==> config.mk <==
export PLATFORM = sky130hd
export DESIGN_NAME = vga_frame_reader
export DESIGN_NICKNAME = d
export VERILOG_FILES = /design/src/rtl/vga_pkg.sv /design/src/rtl/vga_timing_gen.sv /design/src/rtl/vga_frame_reader.sv
export SDC_FILE = /design/constraint.sdc
export NUM_CORES = 1
export LEC_CHECK = 0
export CORE_ASPECT_RATIO = 1.5
export CORE_MARGIN = 2
export CORE_UTILIZATION = 30
export CTS_BUF_LIST = sky130_fd_sc_hd__clkbuf_8 sky130_fd_sc_hd__clkbuf_16
export DETAILED_ROUTE_END_ITERATION = 10
export GPL_TIMING_DRIVEN = 0
export HOLD_SLACK_MARGIN = 0.02
export PLACE_DENSITY = 0.57
export SLEW_MARGIN = 10
export SYNTH_ARGS = -nofsm -noshare
export SYNTH_HDL_FRONTEND = slang
export SYNTH_SLANG_ARGS = --single-unit
export TNS_END_PERCENT = 30
==> constraint.sdc <==
create_clock -name Clk_100M -period 3.3 [get_ports Clk_100M]
set_input_delay 0.66 -clock Clk_100M [delete_from_list [all_inputs] [get_ports Clk_100M]]
set_output_delay 0.66 -clock Clk_100M [all_outputs]
set_load 0.05 [all_outputs]
==> src/rtl/vga_pkg.sv <==
// Shared constants and payload types for the VGA frame-buffer display path.
package vga_pkg;

    localparam int unsigned VGA_H_VIS  = 640;
    localparam int unsigned VGA_H_FP   = 16;
    localparam int unsigned VGA_H_SYNC = 96;
    localparam int unsigned VGA_H_BP   = 48;
    localparam int unsigned VGA_V_VIS  = 480;
    localparam int unsigned VGA_V_FP   = 10;
    localparam int unsigned VGA_V_SYNC = 2;
    localparam int unsigned VGA_V_BP   = 33;

    localparam int unsigned H_TOTAL = VGA_H_VIS + VGA_H_FP + VGA_H_SYNC + VGA_H_BP;
    localparam int unsigned V_TOTAL = VGA_V_VIS + VGA_V_FP + VGA_V_SYNC + VGA_V_BP;

    localparam int unsigned FB_AW = 19;
    localparam int unsigned PIX_W = 12;
    localparam int unsigned CH_W  = 4;

    // RGB444 field positions within a frame-buffer word
    localparam int unsigned R_LSB = 8;
    localparam int unsigned G_LSB = 4;
    localparam int unsigned B_LSB = 0;

    typedef struct packed {
        logic [CH_W-1:0] r;
        logic [CH_W-1:0] g;
        logic [CH_W-1:0] b;
    } rgb444_t;

endpackage

==> src/rtl/vga_timing_gen.sv <==
// Pixel-enable divider plus h/v raster counters; sync/visible flags describe the
// position that the counters hold, and are refreshed together with them.
module vga_timing_gen
    import vga_pkg::*;
#(
    parameter int unsigned H_VIS  = VGA_H_VIS,
    parameter int unsigned H_FP   = VGA_H_FP,
    parameter int unsigned H_SYNC = VGA_H_SYNC,
    parameter int unsigned H_BP   = VGA_H_BP,
    parameter int unsigned V_VIS  = VGA_V_VIS,
    parameter int unsigned V_FP   = VGA_V_FP,
    parameter int unsigned V_SYNC = VGA_V_SYNC,
    parameter int unsigned V_BP   = VGA_V_BP
) (
    input  logic i_clk,
    input  logic i_rst_n,
    output logic o_pix_step_c,
    output logic o_cap_slot_c,
    output logic o_frame_wrap_c,
    output logic o_visible_nxt_c,
    output logic o_visible,
    output logic o_hs,
    output logic o_vs,
    output logic o_vblank_start
);

    localparam int unsigned LINE_LEN    = H_VIS + H_FP + H_SYNC + H_BP;
    localparam int unsigned FRAME_LINES = V_VIS + V_FP + V_SYNC + V_BP;
    localparam int unsigned HW          = $clog2(LINE_LEN);
    localparam int unsigned VW          = $clog2(FRAME_LINES);

    logic [1:0]    r_ph;
    logic [HW-1:0] r_h;
    logic [HW-1:0] w_h_nxt;
    logic [VW-1:0] r_v;
    logic [VW-1:0] w_v_nxt;
    logic          w_h_wrap;
    logic          w_v_wrap;
    logic          w_hs_nxt;
    logic          w_vs_nxt;
    logic          w_vblank_nxt;

    // Next raster position and the flags that will describe it
    always_comb begin
        w_h_wrap        = (r_h == HW'(LINE_LEN - 1));
        w_v_wrap        = (r_v == VW'(FRAME_LINES - 1));
        w_h_nxt         = w_h_wrap ? '0 : r_h + HW'(1);
        w_v_nxt         = r_v;
        if (w_h_wrap) begin
            w_v_nxt = w_v_wrap ? '0 : r_v + VW'(1);
        end
        o_pix_step_c    = (r_ph == 2'd3);
        o_cap_slot_c    = (r_ph == 2'd1);
        o_frame_wrap_c  = o_pix_step_c && w_h_wrap && w_v_wrap;
        o_visible_nxt_c = (w_h_nxt < HW'(H_VIS)) && (w_v_nxt < VW'(V_VIS));
        w_hs_nxt        = (w_h_nxt >= HW'(H_VIS + H_FP)) &&
                          (w_h_nxt <  HW'(H_VIS + H_FP + H_SYNC));
        w_vs_nxt        = (w_v_nxt >= VW'(V_VIS + V_FP)) &&
                          (w_v_nxt <  VW'(V_VIS + V_FP + V_SYNC));
        w_vblank_nxt    = (w_h_nxt == '0) && (w_v_nxt == VW'(V_VIS));
    end

    always_ff @(posedge i_clk or negedge i_rst_n) begin
        if (!i_rst_n) begin
            r_ph           <= '0;
            r_h            <= '0;
            r_v            <= '0;
            o_visible      <= 1'b1;
            o_hs           <= 1'b0;
            o_vs           <= 1'b0;
            o_vblank_start <= 1'b0;
        end else begin
            r_ph <= r_ph + 2'd1;
            if (o_pix_step_c) begin
                r_h            <= w_h_nxt;
                r_v            <= w_v_nxt;
                o_visible      <= o_visible_nxt_c;
                o_hs           <= w_hs_nxt;
                o_vs           <= w_vs_nxt;
                o_vblank_start <= w_vblank_nxt;
            end
        end
    end

endmodule

==> src/rtl/vga_frame_reader.sv <==
// Reads the RGB444 frame buffer through BRAM port B and drives VGA colour/sync
// with all outputs two cycles behind addrB, plus a once-per-frame vblank tick.
module vga_frame_reader
    import vga_pkg::*;
#(
    parameter int unsigned H_VIS  = VGA_H_VIS,
    parameter int unsigned H_FP   = VGA_H_FP,
    parameter int unsigned H_SYNC = VGA_H_SYNC,
    parameter int unsigned H_BP   = VGA_H_BP,
    parameter int unsigned V_VIS  = VGA_V_VIS,
    parameter int unsigned V_FP   = VGA_V_FP,
    parameter int unsigned V_SYNC = VGA_V_SYNC,
    parameter int unsigned V_BP   = VGA_V_BP
) (
    input  logic             Clk_100M,
    input  logic             Rst_n,
    output logic [FB_AW-1:0] addrB,
    input  logic [PIX_W-1:0] doutB,
    output logic [CH_W-1:0]  vga_r,
    output logic [CH_W-1:0]  vga_g,
    output logic [CH_W-1:0]  vga_b,
    output logic             vga_hs,
    output logic             vga_vs,
    output logic             frame_tick
);

    logic             w_pix_step;
    logic             w_cap_slot;
    logic             w_frame_wrap;
    logic             w_visible_nxt;
    logic             w_visible;
    logic             w_hs;
    logic             w_vs;
    logic             w_vblank_start;
    logic [FB_AW-1:0] r_index;
    logic [FB_AW-1:0] w_index_nxt;
    logic             r_vis1;
    logic             r_hs1;
    logic             r_vs1;
    logic             r_tick1;
    rgb444_t          w_pix;

    vga_timing_gen #(
        .H_VIS  (H_VIS),
        .H_FP   (H_FP),
        .H_SYNC (H_SYNC),
        .H_BP   (H_BP),
        .V_VIS  (V_VIS),
        .V_FP   (V_FP),
        .V_SYNC (V_SYNC),
        .V_BP   (V_BP)
    ) u_timing (
        .i_clk           (Clk_100M),
        .i_rst_n         (Rst_n),
        .o_pix_step_c    (w_pix_step),
        .o_cap_slot_c    (w_cap_slot),
        .o_frame_wrap_c  (w_frame_wrap),
        .o_visible_nxt_c (w_visible_nxt),
        .o_visible       (w_visible),
        .o_hs            (w_hs),
        .o_vs            (w_vs),
        .o_vblank_start  (w_vblank_start)
    );

    assign w_pix = rgb444_t'(doutB);

    // r_index counts visible pixels already passed, so it is the index of the next one
    always_comb begin
        w_index_nxt = r_index;
        if (w_frame_wrap) begin
            w_index_nxt = '0;
        end else if (w_visible) begin
            w_index_nxt = r_index + FB_AW'(1);
        end
    end

    always_ff @(posedge Clk_100M or negedge Rst_n) begin
        if (!Rst_n) begin
            r_index <= '0;
            addrB   <= '0;
        end else if (w_pix_step) begin
            r_index <= w_index_nxt;
            addrB   <= w_visible_nxt ? w_index_nxt : '0;
        end
    end

    // Flags wait one cycle alongside the BRAM read
    always_ff @(posedge Clk_100M or negedge Rst_n) begin
        if (!Rst_n) begin
            r_vis1  <= 1'b0;
            r_hs1   <= 1'b0;
            r_vs1   <= 1'b0;
            r_tick1 <= 1'b0;
        end else begin
            r_vis1  <= w_visible;
            r_hs1   <= w_hs;
            r_vs1   <= w_vs;
            r_tick1 <= w_vblank_start;
        end
    end

    // Output stage samples doutB only in the slot two cycles after addrB changes
    always_ff @(posedge Clk_100M or negedge Rst_n) begin
        if (!Rst_n) begin
            vga_r      <= '0;
            vga_g      <= '0;
            vga_b      <= '0;
            vga_hs     <= 1'b1;
            vga_vs     <= 1'b1;
            frame_tick <= 1'b0;
        end else begin
            frame_tick <= w_cap_slot && r_tick1;
            if (w_cap_slot) begin
                vga_r  <= r_vis1 ? w_pix.r : '0;
                vga_g  <= r_vis1 ? w_pix.g : '0;
                vga_b  <= r_vis1 ? w_pix.b : '0;
                vga_hs <= ~r_hs1;
                vga_vs <= ~r_vs1;
            end
        end
    end

endmodule
==> results by group, run 1 <==
Timing
  • Final Hold Viols: 0
  • Post-route setup slack: 418.0 ps
  • Max frequency: 347.0 MHz
  • RSZ-0062 raised after global routing: no
  • Final Setup Violations: 0
  • Worst slew pin tran: 656.0 ps
  • Slew headroom: 55.86%
  • Final max-slew violation count: 0
  • Final period util: 87.33%
  • Clk_skew: 8.767 ps
  • Smallest hold slack: 243.8 ps
  • Final Critical Period: 2882 ps

Placement
  • Routability Congestion: 0.8404
  • Dpl cells: 662
  • PortBufs: 47
  • DP Worst Slack: 425.3 ps
  • Hpwl dp: 7.064 mm

Power and ir drop
  • Peak VDD IR: 0.0002771 V
  • Leak: 2.191 nW
  • Power per cell area: 420.0 mW/mm^2

Drt
  • Final wirelength: 9.849 mm
  • WL per Instance: 14.53 um
  • Routed vias: 3403
  • Routed Antenna Nets: 0
  • Iteration-0 DRC Markers: 214
  • Drt pass-1 iters: 4
  • DR vias/cell: 5.019
  • DRC: 0

Yosys
  • Synth Flop Type: dfrtp_1
  • Synth top area share: 48.05%
  • Main combinational cell family by area after synthesis: simple AND/OR/NAND/NOR gates
  • Synth Area in Compound Gates: 16.88%
  • Asr flop ratio synth: 100.0%
  • Post-Syn Area: 0.004166 sq mm
  • EDFF count, synth: 0
  • Seq cells post-synth: 83
  • Area leader, netlist: dfrtp_1
  • Syn_nets: 472
  • Post-Synth Simple-Gate Area: 17.21%
  • Post-synthesis mux area share: 1.021%
  • Register area share after synthesis: 49.94%
  • Mapped Avg Cell Area: 9.218 sq um
  • Synth Warn #: 0
  • Synth Instances: 452
  • Synth Area in XOR/XNOR: 6.517%
  • Post-synthesis adder-cell area fraction: 1.802%
  • Top post-synthesis cells by area: dfrtp_1 48%, nand2_1 6.8%, o21ai_0 6.2%
  • Post-synthesis cell type count: 44

GRT
  • Gr ovfl total: 0
  • Largest net degree at the start of global routing: 57
  • Initial antenna violation count: 0
  • First-pass GRT wire length: 16.80 mm
  • Vias in the first global route: 3433
  • GRT Total Usage: 14.16%

Layout
  • Antenna fix cells: 0
  • Final cell count without fillers: 678
  • Fillcell total: 1377
  • Nets@finish: 531
  • Multi-input logic area: 0.001809 sq mm
  • Area delta synth->final: 24.53%
  • Storage element area: 0.002081 sq mm
  • Commonest non-fill, non-tap cells in the layout: 80 x dfrtp_1, 75 x nand2_1, 52 x o21ai_0
  • Fraction of layout cells with a size suffix above 1: 7.171%
  • Commonest non-fill, non-tap cell in the layout: dfrtp_1

Clocking
  • CTS tree: built
  • Clock sinks: 83
  • Htree depth: 3
  • Reg clk slew, reported paths: 60 ps
  • Hold-fix buffer count after cts: 0
  • CTS max path bufs: 2
  • Post-CTS Setup Repair Bufs: 0
  • CTS root buf: clkbuf_16
  • Skew-Pair Late Insertion Delay: 340 ps
  • CTS buffer count: 9
  • PostCTS Resize Cnt: 0

Worst setup path
  • Critical-path maximum fanout: 10
  • CP startpoint kind: flop
  • CP Capture Type: flop
  • Crit Reg-Reg Startpoint: u_timing.r_h[0]$_DFFE_PN0N_
  • Critical path class: flop to flop
  • R2r setup slk: 420 ps
  • Critical Path AT: 3100 ps
  • Worst r2r dst: addrB[1]$_DFFE_PN0N_
  • Worst path required time: 3520 ps
  • Worst Reg-to-Reg Cells: 10

Floorplanning
  • Rows: 52
  • Initial Utilization: 30.79%
  • Io pins: 48
  • Die W: 100.2 um
  • Die ar.: 0.01487 sq mm
  • Die height: 148.3 um
  • Core footprint: 0.01353 sq mm

Run
  • Max Cap Violations: 0

Hold path
  • Worst Hold Class: primary input to async pin

Outcome
  • Status: finished clean
[layout make-up]
| class | count | share of cell area, % |
|---|---|---|
| Sequential cell | 83 | 40.10 |
| Multi-Input combinational cell | 302 | 34.87 |
| Timing Repair Buffer | 48 | 9.549 |
| Clock buffer | 13 | 5.401 |
| Tap cell | 162 | 3.906 |
| Buffer | 33 | 2.870 |
| Inverter | 34 | 2.460 |
| Clock inverter | 3 | 0.8440 |
[critical path, stage by stage, from the launching register on]
cell	delay, ps
dfrtp_1	410
ha_1	270
and4_1	200
buf_2	160
nand3_1	170
buf_1	460
o311ai_0	360
nor2_1	200
a311o_1	170
buf_2	250
o2bb2ai_1	110
[Yosys cell counts (2+ instances only)]
cell type  count
o32ai_2        2
o21ai_0       52
or4_1          2
o211ai_1       2
o31ai_1        5
mux2i_1        2
buf_2          8
buf_6          2
dfstp_2        3
nand2_1       75
nand3_1       17
mux2_2         2
a21oi_1       10
and4_1         3
clkbuf_1      22
or3_1          3
and2_1         5
a211oi_1       2
dfrtp_1       80
xnor2_1       22
o2bb2ai_1     21
nor2_1        13
and3_1         8
nor4_1         3
a31oi_1        3
xor2_1         9
ha_1           6
inv_1         34
a21o_1         2
nand4_1       10
nor3_1        11
[per-layer routing]
metal | vias to the layer above | GRT usage, % | part of all wire [%]
li1 | 1669 | - | -
met1 | 1632 | 16.99 | 43
met2 | 84 | 24.26 | 50
met3 | 18 | 3.336 | 4.5
met4 | 0 | 5.685 | 2.2
met5 | - | 0 | 0
[flip-flops by register name, summed over array words and instances, names as in the netlist]
register	count
r_index	19
addrB	19
u_timing.o_hs	1
vga_hs	1
frame_tick	1
vga_b	4
u_timing.o_vblank_start	1
r_tick1	1
u_timing.r_h	10
vga_g	4
r_vis1	1
u_timing.o_vs	1
vga_vs	1
r_vs1	1
r_hs1	1
vga_r	4
u_timing.r_ph	2
u_timing.o_visible	1
u_timing.r_v	10
[where the power goes]
| part | total (mW) | switching [mW] | internal [mW] |
|---|---|---|---|
| Combinational | 0.0888 | 0.0566 | 0.0322 |
| Clock | 1.06 | 0.393 | 0.669 |
| Sequential | 1.03 | 0.00354 | 1.03 |
[worst max-delay path by stage]
stage | startpoint | to | slack, ps | depth (start not counted)
2_1_floorplan | u_timing.r_h[0]$_DFFE_PN0N_ | addrB[16]$_DFFE_PN0N_ | 870 | 9
3_3_place_gp | Rst_n | addrB[1]$_DFFE_PN0N_ | -1500 | 1
3_5_place_dp | u_timing.r_h[0]$_DFFE_PN0N_ | addrB[1]$_DFFE_PN0N_ | 430 | 10
4_1_cts | u_timing.r_h[0]$_DFFE_PN0N_ | addrB[5]$_DFFE_PN0N_ | 400 | 10
5_1_grt | u_timing.r_h[0]$_DFFE_PN0N_ | addrB[1]$_DFFE_PN0N_ | 120 | 10
6_report | u_timing.r_h[0]$_DFFE_PN0N_ | addrB[1]$_DFFE_PN0N_ | 420 | 10
[stage by stage]
stage	util (%)	total power [mW]	setup TNS [ps]	area, sq um
after floorplan	-	1.082	0	4167
after global placement	35.76	1.134	-121270	4840
after detailed placement	35.95	1.139	0	4865
after CTS	38.34	2.210	0	5189
after global routing	38.34	2.257	0	5189
final	38.34	2.179	0	5189
[cells by family (layout without fill, tap and decap cells)]
kind of cell | count (synthesis) | in the layout
AOI/OAI and AO/OA | 108 | 108
and+or+nand+nor | 153 | 153
adders and majority gates | 6 | 6
muxes | 4 | 4
buffers and inverters | 67 | 131
xor gates and xnor gates | 31 | 31
DFF | 83 | 83
Power figures use the tool's default switching activity.
==> run 2, diff against run 1 <==
CORE_UTILIZATION = 40   (was 30)
PLACE_DENSITY = 0.69   (was 0.57)
==> results by group, run 2 (same netlist as run 1, synthesis figures left out) <==
Floorplanning
  • Die ar.: 0.01127 sq mm (-24%)
  • Core footprint: 0.01013 sq mm (-25%)
  • Die W: 87.33 um (-13%)
  • Die height: 129.0 um (-13%)
  • Initial Utilization: 41.11% (+10 points)
  • Io pins: 48 (unchanged)
  • Rows: 45 (-13%)

Worst setup path
  • CP Capture Type: flop
  • Buffers & Inverters on Critical Path: 2 (-1)
  • Critical-path maximum fanout: 10 (unchanged)
  • CP delay by family, top: simple AND/OR/NAND/NOR gates
  • Critical path class: flop to flop
  • R2r setup slk: 340 ps (-80 ps)
  • Worst r2r dst: addrB[2]$_DFFE_PN0N_
  • Max incr delay on CP: 620 ps (+160 ps)
  • Crit Reg-Reg Startpoint: u_timing.r_h[0]$_DFFE_PN0N_
  • Slowest stage cell, crit path: nor3_1
  • Critical path, cell by cell: ha_1, and4_1, buf_2, nand3_1, nor3_1, xor2_1, a311o_1, buf_6, o32ai_2
  • CP startpoint kind: flop
  • Critical Path AT: 3210 ps (+110 ps)
  • Worst Reg-to-Reg Cells: 9 (-1)
  • Worst path required time: 3550 ps (+30 ps)

Hold path
  • Worst Hold Class: primary input to async pin

Drt
  • Drt pass-1 iters: 4 (unchanged)
  • Final wirelength: 9.697 mm (-1.5%)
  • Iteration-0 DRC Markers: 156 (-27%)
  • DR vias/cell: 5.430 (+8.2%)
  • DRC: 0 (unchanged)
  • Routed vias: 3437 (+1.0%)
  • Routed Antenna Nets: 0 (unchanged)
  • WL per Instance: 15.32 um (+5.5%)

Power and ir drop
  • Leak: 2.180 nW (-0.53%)
  • Seq pwr share: 48.2% (+1.0 points)
  • P_sw: 468.8 uW (+3.5%)
  • Power per cell area: 417.2 mW/mm^2 (-0.66%)
  • Total power: 2.132 mW (-2.1%)
  • Clk network pwr share: 47.6% (-1.1 points)
  • Cell Int Power: 1.664 mW (-3.6%)
  • Gate power share: 4.2% (about the same)
  • Sw Share: 21.98% (+1.2 points)
  • Peak VDD IR: 0.0002930 V (+5.7%)

Clocking
  • Hold-fix buffer count after cts: 0 (unchanged)
  • Htree depth: 3 (unchanged)
  • CTS max path bufs: 2 (unchanged)
  • Reg clk slew, reported paths: 60 ps (about the same)
  • CTS tree: built
  • Skew-Pair Late Insertion Delay: 340 ps (about the same)
  • Post-CTS Setup Repair Bufs: 0 (unchanged)
  • CTS root buf: clkbuf_16
  • PostCTS Resize Cnt: 0 (unchanged)
  • Clock sinks: 83 (unchanged)
  • CTS buffer count: 9 (unchanged)

GRT
  • Initial antenna violation count: 0 (unchanged)
  • Vias in the first global route: 3334 (-2.9%)
  • GRT Total Usage: 18.39% (+4.2 points)
  • Gr ovfl total: 0 (unchanged)
  • Largest net degree at the start of global routing: 46 (-19%)
  • First-pass GRT wire length: 16.06 mm (-4.4%)

Timing
  • Final Critical Period: 2961 ps (+79.42 ps)
  • Slew headroom: 53.49% (-2.4 points)
  • RSZ-0062 raised after global routing: no
  • Clk_skew: 6.751 ps (-2.016 ps)
  • Max frequency: 337.7 MHz (-2.7%)
  • Final Hold Viols: 0 (unchanged)
  • Setup tns final: 0 ps (unchanged)
  • Final max-slew violation count: 0 (unchanged)
  • Worst slew pin tran: 692.3 ps (+36.36 ps)
  • Final period util: 89.74% (+2.4 points)
  • Smallest hold slack: 302.7 ps (+58.89 ps)
  • Final Setup Violations: 0 (unchanged)

Layout
  • Commonest non-fill, non-tap cell in the layout: dfrtp_1
  • Nets@finish: 531 (unchanged)
  • Commonest non-fill, non-tap cells in the layout: 80 x dfrtp_1, 75 x nand2_1, 52 x o21ai_0
  • Fraction of layout cells with a size suffix above 1: 6.977% (-0.19 points)
  • Top flop regs: addrB: 19 flops, r_index: 19 flops
  • Fillcell total: 940 (-32%)
  • Area delta synth->final: 22.67%
  • Antenna fix cells: 0 (unchanged)

Placement
  • Routability Congestion: 0.8919 (+6.1%)
  • PortBufs: 47 (unchanged)
  • Hpwl dp: 6.889 mm (-2.5%)

Run
  • Max Cap Violations: 0 (unchanged)

Outcome
  • Status: finished clean
## run 2: cell count changes in the layout (fill, tap and decap cells not counted)
cell	change
inv_1	+1
inv_6	+1
clkbuf_8	-3
clkinvlp_4	+1
## run 2: cell type report
type	instances	area, sq um	area share [%]
buffer	33	148.9	2.913
inverter	34	127.6	2.497
multi-input combinational	302	1809	35.40
tap	117	146.4	2.864
timing repair buffer	48	495.5	9.694
clock buffer	10	239.0	4.676
sequential	83	2081	40.71
clock inverter	6	63.81	1.248
## run 2: layer usage
layer	wire, um	vias to the layer above	track usage [%]
met4	308	0	9.412
met2	5108	64	31.55
met3	292	25	3.784
met5	0	-	0
met1	3988	1670	21.37
li1	-	1678	-
## run 2: stage by stage
| step | instance area (sq um) | instances | setup slack [ps] | util, % |
|---|---|---|---|---|
| final | 5111 | 633 | 338.6 | 50.43 |
| after detailed placement | 4808 | 617 | 388.4 | 47.44 |
| after global routing | 5111 | 633 | 150.2 | 50.43 |
| after floorplan | 4167 | 452 | 865.9 | - |
| after global placement | 4783 | 616 | -1468 | 47.20 |
| after CTS | 5111 | 633 | 351.8 | 50.43 |
## run 2: worst max-delay path by stage
stage,startpoint,to,cells past startpoint
detailed placement,u_timing.r_h[0]$_DFFE_PN0N_,addrB[4]$_DFFE_PN0N_,10
global placement,Rst_n,vga_r[2]$_DFFE_PN0N_,1
finish,u_timing.r_h[0]$_DFFE_PN0N_,addrB[2]$_DFFE_PN0N_,9
CTS,u_timing.r_h[0]$_DFFE_PN0N_,addrB[4]$_DFFE_PN0N_,10
floorplan,u_timing.r_h[0]$_DFFE_PN0N_,addrB[16]$_DFFE_PN0N_,9
global route,u_timing.r_h[0]$_DFFE_PN0N_,addrB[5]$_DFFE_PN0N_,10
## run 2: worst register-to-register path, delay by kind of cell (launching register included)
kind                       cells  cell delay, ps
buffers and inverters          2             350
and+or+nand+nor                3            1000
adders and majority gates      1             270
AOI/OAI and AO/OA              2             680
DFF                            1             390
xor gates and xnor gates       1             180
## run 2: power by group through the flow
stage | Combinational [mW] | Sequential, mW | Clock, mW
2_1_floorplan | 0.00707 | 1.07 | 0
3_3_place_gp | 0.0863 | 1.05 | 0
3_5_place_dp | 0.0911 | 1.05 | 0
4_1_cts | 0.0913 | 1.03 | 1.04
5_1_grt | 0.0979 | 1.03 | 1.08
6_report | 0.0894 | 1.03 | 1.01
